`config.mk`:
```
export PLATFORM = sky130hd
export DESIGN_NAME = memory_access_flat
export DESIGN_NICKNAME = d
export VERILOG_FILES = /design/src/rtl/memory_access_if.sv /design/src/rtl/memory_access.sv /design/src/flat_wrapper.sv
export SDC_FILE = /design/constraint.sdc
export NUM_CORES = 1
export LEC_CHECK = 0
export ABC_CLOCK_PERIOD_IN_PS = 8500
export CORE_MARGIN = 2
export CORE_UTILIZATION = 45
export DETAILED_ROUTE_END_ITERATION = 12
export GPL_ROUTABILITY_DRIVEN = 0
export HOLD_SLACK_MARGIN = 0.05
export PLACE_DENSITY = 0.76
export SETUP_SLACK_MARGIN = 0.3
export SLEW_MARGIN = 30
export SYNTH_ARGS = -nofsm -noshare
export SYNTH_HDL_FRONTEND = slang
export SYNTH_SLANG_ARGS = --single-unit
```
`constraint.sdc`:
```
create_clock -name clock -period 8.5 [get_ports clock]
set_input_delay 2.55 -clock clock [delete_from_list [all_inputs] [get_ports clock]]
set_output_delay 2.55 -clock clock [all_outputs]
set_load 0.01 [all_outputs]
```
`src/rtl/memory_access_if.sv`:
```
// Memory-controller bus between the MEM stage (master) and the memory controller (slave).
interface memory_access_if;
    logic        mem_mc_en;
    logic        mem_mc_rw;
    logic [31:0] mem_mc_addr;
    logic [3:0]  mem_mc_be;
    logic [31:0] mem_mc_wdata;
    logic [31:0] mc_mem_rdata;
    logic        mc_mem_ready;

    modport master (
        output mem_mc_en, mem_mc_rw, mem_mc_addr, mem_mc_be, mem_mc_wdata,
        input  mc_mem_rdata, mc_mem_ready
    );

    modport slave (
        input  mem_mc_en, mem_mc_rw, mem_mc_addr, mem_mc_be, mem_mc_wdata,
        output mc_mem_rdata, mc_mem_ready
    );
endinterface

```
`src/rtl/memory_access.sv`:
```
// MEM stage: issues load/store bus cycles, stalls the pipeline until completion, formats load data.
// Define MEM_ACCESS_TIMEOUT_EN to abandon a bus cycle after 16 cycles without ready.
//   state  | meaning
//   IDLE   | results pass through; a new access starts the bus cycle combinationally
//   ACCESS | bus cycle outstanding, pipeline stalled, write-back bubbled
module memory_access (
    input  logic        clock,
    input  logic        reset,
    input  logic        ex_mem_readmem,
    input  logic        ex_mem_writemem,
    input  logic        ex_mem_mshw,
    input  logic        ex_mem_lshw,
    input  logic        ex_mem_writereg,
    input  logic [2:0]  ex_mem_msm,
    input  logic [2:0]  ex_mem_msl,
    input  logic [31:0] ex_mem_aluout,
    input  logic [31:0] ex_mem_regb,
    input  logic [31:0] ex_mem_wbvalue,
    input  logic [2:0]  ex_mem_selwsource,
    input  logic [4:0]  ex_mem_regdest,
    memory_access_if.master bus,
    output logic        mem_if_stall,
    output logic        mem_misalign,
    output logic        mem_timeout,
    output logic [4:0]  mem_wb_regdest,
    output logic        mem_wb_writereg,
    output logic [31:0] mem_wb_wbvalue,
    output logic        mem_fw_writereg,
    output logic [31:0] mem_fw_wbvalue
);

    typedef enum logic {IDLE, ACCESS} state_t;
    state_t state;

    logic        access, is_byte, is_half, is_word, misalign, start;
    logic [3:0]  store_be;
    logic [31:0] store_wdata;

    logic [31:0] lat_addr, lat_wdata, lat_regb, lat_wbvalue;
    logic [3:0]  lat_be;
    logic [2:0]  lat_msl, lat_sel;
    logic [1:0]  lat_off;
    logic [4:0]  lat_regdest;
    logic        lat_rw, lat_mshw, lat_lshw, lat_writereg;
    logic [31:0] load_value;
    logic [7:0]  load_byte;
    logic [15:0] load_half;

    // A simultaneous read and write request is treated as a write, so store sizing wins.
    always_comb begin
        access  = ex_mem_readmem | ex_mem_writemem;
        is_byte = 1'b0;
        is_half = 1'b0;
        if (ex_mem_writemem) begin
            is_byte = (ex_mem_msm == 3'b001);
            is_half = (ex_mem_msm == 3'b010);
        end else begin
            is_byte = (ex_mem_msl == 3'b001) || (ex_mem_msl == 3'b010);
            is_half = (ex_mem_msl == 3'b011) || (ex_mem_msl == 3'b100);
        end
        is_word  = !is_byte && !is_half;
        misalign = access && ((is_half && ex_mem_aluout[0]) ||
                              (is_word && (ex_mem_aluout[1:0] != 2'b00)));
        start    = access && !misalign;
    end

    always_comb begin
        store_be    = 4'b1111;
        store_wdata = 32'h0;
        if (ex_mem_writemem) begin
            if (is_byte) begin
                store_be    = 4'b0001 << ex_mem_aluout[1:0];
                store_wdata = {4{ex_mem_regb[7:0]}};
            end else if (is_half) begin
                store_be    = ex_mem_aluout[1] ? 4'b1100 : 4'b0011;
                store_wdata = {2{ex_mem_regb[15:0]}};
            end else begin
                store_wdata = ex_mem_regb;
            end
        end
    end

    always_comb begin
        case (lat_off)
            2'b00:   load_byte = bus.mc_mem_rdata[7:0];
            2'b01:   load_byte = bus.mc_mem_rdata[15:8];
            2'b10:   load_byte = bus.mc_mem_rdata[23:16];
            default: load_byte = bus.mc_mem_rdata[31:24];
        endcase
        load_half = lat_off[1] ? bus.mc_mem_rdata[31:16] : bus.mc_mem_rdata[15:0];
        case (lat_msl)
            3'b001:  load_value = {{24{load_byte[7]}}, load_byte};
            3'b010:  load_value = {24'h0, load_byte};
            3'b011:  load_value = {{16{load_half[15]}}, load_half};
            3'b100:  load_value = {16'h0, load_half};
            default: begin
                if (lat_mshw && !lat_lshw)
                    load_value = {bus.mc_mem_rdata[31:16], lat_regb[15:0]};
                else if (lat_lshw && !lat_mshw)
                    load_value = {lat_regb[31:16], bus.mc_mem_rdata[15:0]};
                else
                    load_value = bus.mc_mem_rdata;
            end
        endcase
    end

    // Bus and stall are combinational so the access starts in the same cycle; reset masks them.
    always_comb begin
        bus.mem_mc_en    = 1'b0;
        bus.mem_mc_rw    = 1'b0;
        bus.mem_mc_addr  = 32'h0;
        bus.mem_mc_be    = 4'h0;
        bus.mem_mc_wdata = 32'h0;
        mem_if_stall     = 1'b0;
        if (!reset) begin
            if (state == ACCESS) begin
                bus.mem_mc_en    = 1'b1;
                bus.mem_mc_rw    = lat_rw;
                bus.mem_mc_addr  = lat_addr;
                bus.mem_mc_be    = lat_be;
                bus.mem_mc_wdata = lat_wdata;
                mem_if_stall     = !bus.mc_mem_ready;
            end else if (start) begin
                bus.mem_mc_en    = 1'b1;
                bus.mem_mc_rw    = ex_mem_writemem;
                bus.mem_mc_addr  = {ex_mem_aluout[31:2], 2'b00};
                bus.mem_mc_be    = store_be;
                bus.mem_mc_wdata = store_wdata;
                mem_if_stall     = 1'b1;
            end
        end
    end

`ifdef MEM_ACCESS_TIMEOUT_EN
    logic [3:0] tmo_cnt;
    logic       timeout_q;
    assign mem_timeout = timeout_q;
`else
    assign mem_timeout = 1'b0;
`endif

    always_ff @(posedge clock or posedge reset) begin
        if (reset) begin
            state           <= IDLE;
            mem_misalign    <= 1'b0;
            mem_wb_regdest  <= 5'h0;
            mem_wb_writereg <= 1'b0;
            mem_wb_wbvalue  <= 32'h0;
            lat_addr        <= 32'h0;
            lat_wdata       <= 32'h0;
            lat_regb        <= 32'h0;
            lat_wbvalue     <= 32'h0;
            lat_be          <= 4'h0;
            lat_msl         <= 3'h0;
            lat_sel         <= 3'h0;
            lat_off         <= 2'h0;
            lat_regdest     <= 5'h0;
            lat_rw          <= 1'b0;
            lat_mshw        <= 1'b0;
            lat_lshw        <= 1'b0;
            lat_writereg    <= 1'b0;
`ifdef MEM_ACCESS_TIMEOUT_EN
            tmo_cnt         <= 4'h0;
            timeout_q       <= 1'b0;
`endif
        end else begin
`ifdef MEM_ACCESS_TIMEOUT_EN
            timeout_q <= 1'b0;
`endif
            case (state)
                IDLE: begin
                    if (start) begin
                        state           <= ACCESS;
                        mem_misalign    <= 1'b0;
                        mem_wb_writereg <= 1'b0;
                        lat_addr        <= {ex_mem_aluout[31:2], 2'b00};
                        lat_rw          <= ex_mem_writemem;
                        lat_be          <= store_be;
                        lat_wdata       <= store_wdata;
                        lat_off         <= ex_mem_aluout[1:0];
                        lat_msl         <= ex_mem_msl;
                        lat_mshw        <= ex_mem_mshw;
                        lat_lshw        <= ex_mem_lshw;
                        lat_regb        <= ex_mem_regb;
                        lat_sel         <= ex_mem_selwsource;
                        lat_wbvalue     <= ex_mem_wbvalue;
                        lat_regdest     <= ex_mem_regdest;
                        lat_writereg    <= ex_mem_writereg;
`ifdef MEM_ACCESS_TIMEOUT_EN
                        tmo_cnt         <= 4'hF;
`endif
                    end else begin
                        mem_misalign    <= misalign;
                        mem_wb_regdest  <= ex_mem_regdest;
                        mem_wb_writereg <= ex_mem_writereg && !misalign;
                        mem_wb_wbvalue  <= ex_mem_wbvalue;
                    end
                end
                ACCESS: begin
                    mem_misalign <= 1'b0;
                    if (bus.mc_mem_ready) begin
                        state           <= IDLE;
                        mem_wb_regdest  <= lat_regdest;
                        mem_wb_writereg <= lat_writereg;
                        mem_wb_wbvalue  <= (!lat_rw && lat_sel == 3'b001) ? load_value : lat_wbvalue;
                    end
`ifdef MEM_ACCESS_TIMEOUT_EN
                    else if (tmo_cnt == 4'h0) begin
                        state           <= IDLE;
                        timeout_q       <= 1'b1;
                        mem_wb_writereg <= 1'b0;
                    end else begin
                        mem_wb_writereg <= 1'b0;
                        tmo_cnt         <= tmo_cnt - 4'h1;
                    end
`else
                    else begin
                        mem_wb_writereg <= 1'b0;
                    end
`endif
                end
                default: state <= IDLE;
            endcase
        end
    end

    assign mem_fw_writereg = mem_wb_writereg;
    assign mem_fw_wbvalue  = mem_wb_wbvalue;

endmodule

```
`src/flat_wrapper.sv`:
```
// flat-port wrapper written by rule: the top's interface ports become plain ports
module memory_access_flat 
  (clock, reset, ex_mem_readmem, ex_mem_writemem, ex_mem_mshw, ex_mem_lshw, ex_mem_writereg, ex_mem_msm, ex_mem_msl, ex_mem_aluout, ex_mem_regb, ex_mem_wbvalue, ex_mem_selwsource, ex_mem_regdest, mem_if_stall, mem_misalign, mem_timeout, mem_wb_regdest, mem_wb_writereg, mem_wb_wbvalue, mem_fw_writereg, mem_fw_wbvalue, bus_mem_mc_en, bus_mem_mc_rw, bus_mem_mc_addr, bus_mem_mc_be, bus_mem_mc_wdata, bus_mc_mem_rdata, bus_mc_mem_ready);
  memory_access_if bus_i ();
  input  logic clock;
  input  logic reset;
  input  logic ex_mem_readmem;
  input  logic ex_mem_writemem;
  input  logic ex_mem_mshw;
  input  logic ex_mem_lshw;
  input  logic ex_mem_writereg;
  input  logic [2:0] ex_mem_msm;
  input  logic [2:0] ex_mem_msl;
  input  logic [31:0] ex_mem_aluout;
  input  logic [31:0] ex_mem_regb;
  input  logic [31:0] ex_mem_wbvalue;
  input  logic [2:0] ex_mem_selwsource;
  input  logic [4:0] ex_mem_regdest;
  output logic mem_if_stall;
  output logic mem_misalign;
  output logic mem_timeout;
  output logic [4:0] mem_wb_regdest;
  output logic mem_wb_writereg;
  output logic [31:0] mem_wb_wbvalue;
  output logic mem_fw_writereg;
  output logic [31:0] mem_fw_wbvalue;
  output wire logic [$bits(bus_i.mem_mc_en)-1:0] bus_mem_mc_en;
  output wire logic [$bits(bus_i.mem_mc_rw)-1:0] bus_mem_mc_rw;
  output wire logic [$bits(bus_i.mem_mc_addr)-1:0] bus_mem_mc_addr;
  output wire logic [$bits(bus_i.mem_mc_be)-1:0] bus_mem_mc_be;
  output wire logic [$bits(bus_i.mem_mc_wdata)-1:0] bus_mem_mc_wdata;
  input wire logic [$bits(bus_i.mc_mem_rdata)-1:0] bus_mc_mem_rdata;
  input wire logic [$bits(bus_i.mc_mem_ready)-1:0] bus_mc_mem_ready;
  assign bus_mem_mc_en = bus_i.mem_mc_en;
  assign bus_mem_mc_rw = bus_i.mem_mc_rw;
  assign bus_mem_mc_addr = bus_i.mem_mc_addr;
  assign bus_mem_mc_be = bus_i.mem_mc_be;
  assign bus_mem_mc_wdata = bus_i.mem_mc_wdata;
  assign bus_i.mc_mem_rdata = bus_mc_mem_rdata;
  assign bus_i.mc_mem_ready = bus_mc_mem_ready;
  memory_access u_core (.clock(clock), .reset(reset), .ex_mem_readmem(ex_mem_readmem), .ex_mem_writemem(ex_mem_writemem), .ex_mem_mshw(ex_mem_mshw), .ex_mem_lshw(ex_mem_lshw), .ex_mem_writereg(ex_mem_writereg), .ex_mem_msm(ex_mem_msm), .ex_mem_msl(ex_mem_msl), .ex_mem_aluout(ex_mem_aluout), .ex_mem_regb(ex_mem_regb), .ex_mem_wbvalue(ex_mem_wbvalue), .ex_mem_selwsource(ex_mem_selwsource), .ex_mem_regdest(ex_mem_regdest), .bus(bus_i), .mem_if_stall(mem_if_stall), .mem_misalign(mem_misalign), .mem_timeout(mem_timeout), .mem_wb_regdest(mem_wb_regdest), .mem_wb_writereg(mem_wb_writereg), .mem_wb_wbvalue(mem_wb_wbvalue), .mem_fw_writereg(mem_fw_writereg), .mem_fw_wbvalue(mem_fw_wbvalue));
endmodule
```
==> impl_metrics.env <==
export IMPL_antennaDiodeCount=0
export IMPL_fin_crit_ns=7.956
export IMPL_ys_types=56
export IMPL_worst_slew_pin_slew_ns=0.7987
export IMPL_port_buffers=290
export IMPL_ant_nets=0
export IMPL_layout_drive_gt1_share_pct=6.542
export IMPL_powerDensity_mw_per_mm2=267.1
export IMPL_syn_to_final_growth_pct=34.29
export IMPL_yosys_area_share_simple_pct=20.34
export IMPL_synth_area_mux_share_pct=8.829
export IMPL_cp_end_kind="output pin"
export IMPL_min_from="u_core.lat_wdata[7]"
export IMPL_die_w_um=153.9
export IMPL_synth_top_area_share_pct=46.31
export IMPL_via_per_inst=5.773
export IMPL_yosys_warnings=0
export IMPL_worstSkewPairLatency_ns=0.45
export IMPL_dieArea_mm2=0.02367
export IMPL_hpwl_um=23700
export IMPL_synthAdderAreaFrac_pct=0
export IMPL_synthTopCellsByArea="dfrtp_1, nand2_1, mux2i_1, a22o_1, buf_4"
export IMPL_max_freq_mhz=125.7
export IMPL_async_flop_share_pct=100.0
export IMPL_core_area_mm2=0.02196
export IMPL_ys_seq_area_share_pct=46.31
export IMPL_status="finished, final reports clean"
export IMPL_grt_max_degree=144
export IMPL_clock_skew_ns=0.01275
export IMPL_clk_path_buf_depth=2
export IMPL_post_route_period_util_pct=93.60
export IMPL_final_net_count=1528
export IMPL_vias=9647
export IMPL_finalMaxSlewViolations=0
export IMPL_drtIter0Drc=925
export IMPL_max_slew_margin_rel_pct=46.59
export IMPL_finalInstanceArea_mm2=0.01357
export IMPL_synth_edff_count=0
export IMPL_placed_cell_area_mm2=0.01297
export IMPL_synth_top_flop_cell="dfrtp_1"
export IMPL_grt_pass1_vias=9574
export IMPL_routed_wl_um=34230
export IMPL_r2r_start="u_core.state"
export IMPL_grt_pass1_wl_um=53710
export IMPL_final_common_cell="nand2_1"
export IMPL_numCtsBuffers=17
export IMPL_cp_start_kind="input port"
export IMPL_hold_viol=0
export IMPL_switching_share_pct=37.41
export IMPL_syn_area_mm2=0.01010
export IMPL_firstDrtPassIters=5
export IMPL_crit_arrival_ns=5.41
export IMPL_design_portCount=294
export IMPL_power_frac_comb_pct=39.5
export IMPL_ctsRootBufferMaster="clkbuf_16"
export IMPL_leakage_nw=6.042
export IMPL_max_vdd_ir_drop_uv=140.3
export IMPL_rows=54
export IMPL_synth_compound_area_share_pct=17.66
export IMPL_drc_errors=0
export IMPL_cts_repair_resize_count=1
export IMPL_clockPowerShare_pct=21.6
export IMPL_wire_per_inst_um=20.48
export IMPL_cts_tree="done"
export IMPL_initial_core_util_pct=46.02
export IMPL_die_h_um=153.9
export IMPL_ys_seq_elements=187
export IMPL_synth_xor_area_share_pct=0.4334
export IMPL_grt_use_total_pct=29.03
export IMPL_finalSetupViolations=0
export IMPL_p_sw_mw=1.356
export IMPL_nFillCells=1868
export IMPL_antenna_found_initial=1
export IMPL_synthCells=1171
export IMPL_critical_path_class="in -> out"
export IMPL_mostFrequentLayoutCells="nand2_1, clkdlybuf4s50_1, dfrtp_1"
export IMPL_syn_avg_cell_area_um2=8.629
export IMPL_r2r_slack_ns=5.78
export IMPL_cp_required_ns=5.95
export IMPL_power_frac_seq_pct=38.9
export IMPL_post_cts_buffers=0
export IMPL_p_int_mw=2.268
export IMPL_drv_cap=0
export IMPL_tns_ns=0
export IMPL_min_path_type="reg -> reg"
export IMPL_clock_sinks=187
export IMPL_synth_top_family_by_area="simple AND/OR/NAND/NOR gates"
export IMPL_yosys_area_top_type="dfrtp_1"
export IMPL_overflow=0
export IMPL_htree_levels=4
export IMPL_critPathMaxFanout=17
export IMPL_path_clk_slew_ns=0.08
export IMPL_grt_setup_unrepaired="no"
export IMPL_crit_start="ex_mem_msl[2]"
export IMPL_holdBufCountCts=0
## through the flow
step                      utilization, %  hold WS [ns]  total power [mW]  instances  worst slack, ns
after global placement             59.06        0.4497             2.791       1639           0.3669
after CTS                          61.66        0.4758             3.624       1671           0.3807
final                              61.79        0.4733             3.624       1671           0.5436
after detailed placement           59.08        0.4586             2.834       1639           0.2436
after global routing               61.79        0.4952             3.827       1671           0.4143
after floorplan                        -        0.4396             2.233       1173           0.6611
## power by group through the flow
| stage | logic [mW] | registers, mW | clock network, mW |
|---|---|---|---|
| 6_report | 1.43 | 1.41 | 0.783 |
| 5_1_grt | 1.55 | 1.45 | 0.828 |
| 4_1_cts | 1.43 | 1.40 | 0.794 |
| 3_5_place_dp | 1.42 | 1.41 | 0 |
| 3_3_place_gp | 1.39 | 1.40 | 0 |
| 2_1_floorplan | 0.869 | 1.36 | 0 |
## sequential cells by signal (all words and copies together) (netlist names)
name / count
u_core.mem_fw_wbvalue: 32
u_core.lat_lshw: 1
u_core.lat_rw: 1
u_core.lat_wdata: 32
u_core.lat_wbvalue: 32
u_core.lat_mshw: 1
u_core.lat_sel: 3
u_core.lat_off: 2
u_core.lat_regb: 32
u_core.lat_regdest: 5
u_core.lat_msl: 3
u_core.lat_writereg: 1
u_core.mem_wb_regdest: 5
u_core.lat_be: 4
u_core.mem_misalign: 1
u_core.lat_addr: 30
u_core.mem_fw_writereg: 1
u_core.state: 1
## cell usage after synthesis, drive strengths merged (6+ instances only)
library cell and n:
buf 55, o31ai 18, nor2b 7, nand2 393
a22o 53, nor2 56, and2 9, o221ai 21
nor3 11, dfrtp 187, inv 7, o21ai 60
nand3 9, nand2b 6, a31o 8, mux2 15
clkbuf 67, mux2i 61, a211oi 7, a21oi 50
a31oi 27
## routing by layer
layer,vias to the layer above,track usage (%),wire [µm]
met5,-,0,16
met4,2,10.50,1030
met3,78,7.159,3016
met2,510,46.65,15970
met1,4635,38.41,14200
li1,4422,-,-
## layout make-up
cell class | count | area, µm² | share of cell area [%]
tap | 280 | 350.3 | 2.582
multi-input combinational | 856 | 4871 | 35.90
inverter | 8 | 42.54 | 0.3135
timing repair buffer | 308 | 3060 | 22.55
clock inverter | 13 | 120.1 | 0.8852
clock buffer | 19 | 442.9 | 3.264
sequential | 187 | 4682 | 34.50
## final timing paths
check,depth (start not counted),endpoint
setup / recovery,7,bus_mem_mc_wdata[13]
hold / removal,2,u_core.lat_wdata[7]
setup reg to reg,6,u_core.mem_fw_wbvalue[2]
hold reg to reg,2,u_core.lat_wdata[7]
max in group asynchronous,3,u_core.lat_off[1]
min in group asynchronous,2,u_core.lat_regb[16]
## kinds of logic (layout without fill, tap and decap cells)
logic type	after synthesis	count (layout)
and+or+nand+nor	505	505
AOI/OAI and AO/OA	262	262
DFF	187	187
buffers and inverters	130	348
muxes	81	81
xor gates and xnor gates	5	5
other	1	3
## worst max-delay path: stages
cell,delay (ns)
clkdlybuf4s50_1,0.58
or4b_1,0.52
a41oi_2,0.34
nor2_1,0.17
or3_4,0.49
o21ai_1,0.17
clkdlybuf4s50_1,0.57
(Power assumes the default switching activity.)
==> RTL edit 1 (same flow settings) <==
The option `MEM_ACCESS_TIMEOUT_EN` is turned on by a define.
--- a/src/rtl/memory_access.sv
+++ b/src/rtl/memory_access.sv
@@ -4,4 +4,6 @@
 //   IDLE   | results pass through; a new access starts the bus cycle combinationally
 //   ACCESS | bus cycle outstanding, pipeline stalled, write-back bubbled
+`define MEM_ACCESS_TIMEOUT_EN
+
 module memory_access (
     input  logic        clock,
Behaviour: no difference found for any inputs over 4 cycles, from zero or initial values and one cycle with reset high; that may be too few to reach the edited logic, so the function may still have changed.
==> RTL edit 1 against the unedited design <==
- via count up 1.7%
- fmax up 0.65%
- first-iteration DRC count up 9.2%
- non-clock buffer count up 3
- worst setup slack better by 0.052 ns
- wire length down 2.8%
- core utilization down 0.99 points
- synthesized area up 3.2%
- cell area up 1.8%
- sequential cell count up 5
- power down 0.48%
- critical endpoint is now bus_mem_mc_addr[15]
- largest power group is now registers
==> RTL edit 1: results (changes against the unedited design) <==
| Metric | Value |
|---|---|
| Inst Count DP | `1711 (+4.4%)` |
| Max VDD drop | `0.176 mV (+25%)` |
| Critical Path Max Stage Delay | `0.64 ns (+0.06 ns)` |
| Non-filler cells, final | `1743 (+4.3%)` |
| Vias in the first global route | `9217 (-3.7%)` |
| Count of cell types in the netlist | `69 (+23%)` |
| Clk_skew | `0.0106 ns (-0.00216 ns)` |
| Worst hold start | `u_core.lat_wbvalue[13]$_DFFE_PP0P_` |
| Clk Latency, worst-skew pair | `0.43 ns (-0.02 ns)` |
| Nets | `1596 (+4.5%)` |
| FF-to-FF setup slack | `5.81 ns (+0.03 ns)` |
| Detailed-placement wirelength estimate | `23300 um (-1.6%)` |
| P_leak | `0.00602 uW (-0.34%)` |
| Initial DRC count | `1010 (+9.2%)` |
| Met3 usage | `6.20% (-0.96 points)` |
| Slew @ Worst Pin | `0.949 ns (+0.151 ns)` |
| Critical Path AT | `5.35 ns (-0.06 ns)` |
| Post-CTS Resized | `0 (-1)` |
| Status | `finished, final reports clean` |
| Commonest cells in the netlist | `nand2_1, dfrtp_1, a21oi_1, o21ai_0, nor2_1` |
| Sequential fraction of the synthesis area | `46.1% (-0.24 points)` |
| RR Endpoint | `u_core.mem_fw_wbvalue[11]$_DFFE_PP0P_` |
| Synth area leaders | `dfrtp_1, nand2_1, a21oi_1` |
| GR Util met2 | `40.6% (-6.1 points)` |
| M1 GR Usage | `39.2% (+0.77 points)` |
| Critical path peak fanout | `36 (+19)` |
| Largest net degree at the start of global routing | `109 (-24%)` |
| Port-buffer cells | `291 (+0.34%)` |
| Placement Cell Area | `0.0132 mm2 (+1.8%)` |
| Routed WL | `33300 um (-2.8%)` |
| Worst r2r src | `u_core.lat_off[1]$_DFFE_PP0P_` |
| Crit path launch | `ex_mem_msl[0]` |
| FMAX | `0.127 GHz (+0.65%)` |
==> RTL edit 1: final cells by class <==
class                   instances  area [um2]
well taps                     285         357
inverters                      10        41.3
clock inverters                13         164
fillers                      1960        8900
flip-flops and latches        192        4810
clock buffers                  19         433
multi-input cells             913        4890
repair buffers                311        3120
==> RTL edit 1: worst min-delay path by stage <==
stage	endpoint	slack, ns	depth (start not counted)
global route	u_core.lat_wbvalue[10]$_DFFE_PP0P_	0.49	2
finish	u_core.lat_wbvalue[13]$_DFFE_PP0P_	0.47	2
floorplan	u_core.lat_wbvalue[10]$_DFFE_PP0P_	0.44	2
detailed placement	u_core.lat_wbvalue[13]$_DFFE_PP0P_	0.45	2
CTS	u_core.lat_wbvalue[13]$_DFFE_PP0P_	0.47	2
global placement	u_core.lat_wbvalue[8]$_DFFE_PP0P_	0.45	2
==> RTL edit 1: report_power, final <==
group / internal (uW) / total, uW / switching, uW
clock network: 464 / 820 / 356
logic: 652 / 1360 / 704
registers: 1200 / 1430 / 229
==> RTL edit 1: cells by family (layout without fill, tap and decap cells) <==
kind of cell / Yosys count / after routing / share of synthesized area (%)
buffers and inverters: 130 / 353 / 7.41
AO/OA/AOI/OAI: 298 / 298 / 18.1
AND/OR/NAND/NOR: 554 / 554 / 22.4
adder cells (fa/ha/maj): 1 / 1 / 0.120
other: 1 / 2 / 0.0360
XOR/XNOR: 3 / 3 / 0.252
multiplexers: 55 / 55 / 5.61
flip-flops: 192 / 192 / 46.1
==> RTL edit 1: routing by layer <==
metal,part of all wire [%],wire (um),up-vias
li1,-,-,4596
met2,45,14900,499
met1,43,14400,4643
met4,3.0,996,0
met3,8.9,2970,69
met5,0,0,-
==> RTL edit 2 (same flow settings) <==
Without the edit above. Reset style: synchronous (`reset`), changed in one clocked block.
--- a/src/rtl/memory_access.sv
+++ b/src/rtl/memory_access.sv
@@ -140,5 +140,5 @@
 `endif
 
-    always_ff @(posedge clock or posedge reset) begin
+    always_ff @(posedge clock) begin
         if (reset) begin
             state           <= IDLE;
Check against the original RTL: differs if reset is asserted again (counterexample within 4 cycles, from zero or initial values and one cycle with reset high); with reset held inactive, the same outputs for 4 cycles.
==> RTL edit 2 against the unedited design <==
- sequential cell count unchanged
- cell area down 0.63%
- synthesized cell count up 12%
- cell count up 5.9%
- synthesized area up 2.0%
- die area up 2.0%
- highest routed layer unchanged
- wire length up 6.7%
- worst setup slack better by 0.0035 ns
- critical path type unchanged
Power is not compared: it rests on default switching activity, and its combinational part moved more than twofold at a synthesized area within 25%.
==> RTL edit 2: results (changes against the unedited design) <==
| Metric | Value |
|---|---|
| Slew @ Worst Pin | `0.982 ns (+0.183 ns)` |
| Clk_skew | `0.0129 ns (+0.000105 ns)` |
| Max-slew violation count | `0 (unchanged)` |
| Share of layout cells above drive strength 1 | `8.09% (+1.5 points)` |
| Nets | `1621 (+6.1%)` |
| Critical Path Max Stage Delay | `0.83 ns (+0.25 ns)` |
| Initial DRC count | `1153 (+25%)` |
| GRT Resource Usage Total | `28.9% (-0.11 points)` |
| Count of cell types in the netlist | `54 (-3.6%)` |
| Routed WL | `36500 um (+6.7%)` |
| Status | `finished, final reports clean` |
| Commonest cells in the netlist | `a21oi_1, dfxtp_1, nand3_1, nand2_1, o21ai_0` |
| Vias in the first global route | `9959 (+4.0%)` |
| Post-CTS Resized | `0 (-1)` |
| Dpl ws | `0.523 ns (+0.279 ns)` |
| Longest Clk Path Bufs | `2 (unchanged)` |
| Inst Count DP | `1736 (+5.9%)` |
| Async set-reset flop share out of synthesis | `0% (-100 points)` |
| Largest net degree at the start of global routing | `91 (-37%)` |
| Critical Path AT | `5.40 ns (about the same)` |
| Placement Cell Area | `0.0129 mm2 (-0.76%)` |
| Cts bufs inserted | `17 (unchanged)` |
| Drt pass-1 iters | `8 (+3)` |
| Critical path peak fanout | `32 (+15)` |
| Detailed-placement wirelength estimate | `24300 um (+2.7%)` |
RTL edit 2: cell count changes after synthesis, sizes merged, moves of 19 or more:
cell	before	now
o21ai	60	137
a32o	0	19
dfrtp	187	0
buf	55	87
nand3	9	157
clkbuf	67	90
nand2	393	122
a22o	53	0
dfxtp	0	187
a311oi	0	25
a21oi	50	212
RTL edit 2: worst min-delay path, stage by stage, from the launching register on:
cell and delay, ns:
dfxtp_1 0.31, nand3_1 0.06, a21oi_1 0.05
RTL edit 2: layout make-up:
cell class	instances	area, um2
Fill cell	2070	9090
Inverter	6	22.5
Tap cell	285	357
Antenna cell	1	2.50
Multi-Input combinational cell	949	5710
Clock buffer	20	467
Timing Repair Buffer	310	3070
Sequential cell	187	3750
Clock inverter	12	103
RTL edit 2: logic make-up after synthesis:
family | share of synthesized area (%)
xor gates and xnor gates | 0.255
buffers and inverters | 8.79
muxes | 7.49
DFF | 36.3
AOI/OAI and AO/OA | 29.8
other | 0.0364
and+or+nand+nor | 17.3
RTL edit 2: metal layers:
layer | up-vias | global-route usage (%) | wire (um)
li1 | 5118 | - | -
met2 | 609 | 43.6 | 16200
met4 | 2 | 9.74 | 1010
met1 | 5152 | 39.9 | 15300
met5 | - | 0 | 12
met3 | 64 | 7.97 | 3930
RTL edit 2: worst paths after layout:
path	startpoint	end	slack (ns)	cells past startpoint
worst max-delay path	ex_mem_writemem	bus_mem_mc_addr[18]	0.55	7
worst min-delay path	u_core.lat_regdest[1]$_SDFFE_PP0P_	u_core.lat_regdest[1]$_SDFFE_PP0P_	0.47	2
worst max register to register	u_core.state$_SDFF_PP0_	u_core.mem_fw_wbvalue[14]$_SDFFE_PP0P_	4.23	7
worst min register to register	u_core.lat_regdest[1]$_SDFFE_PP0P_	u_core.lat_regdest[1]$_SDFFE_PP0P_	0.47	2
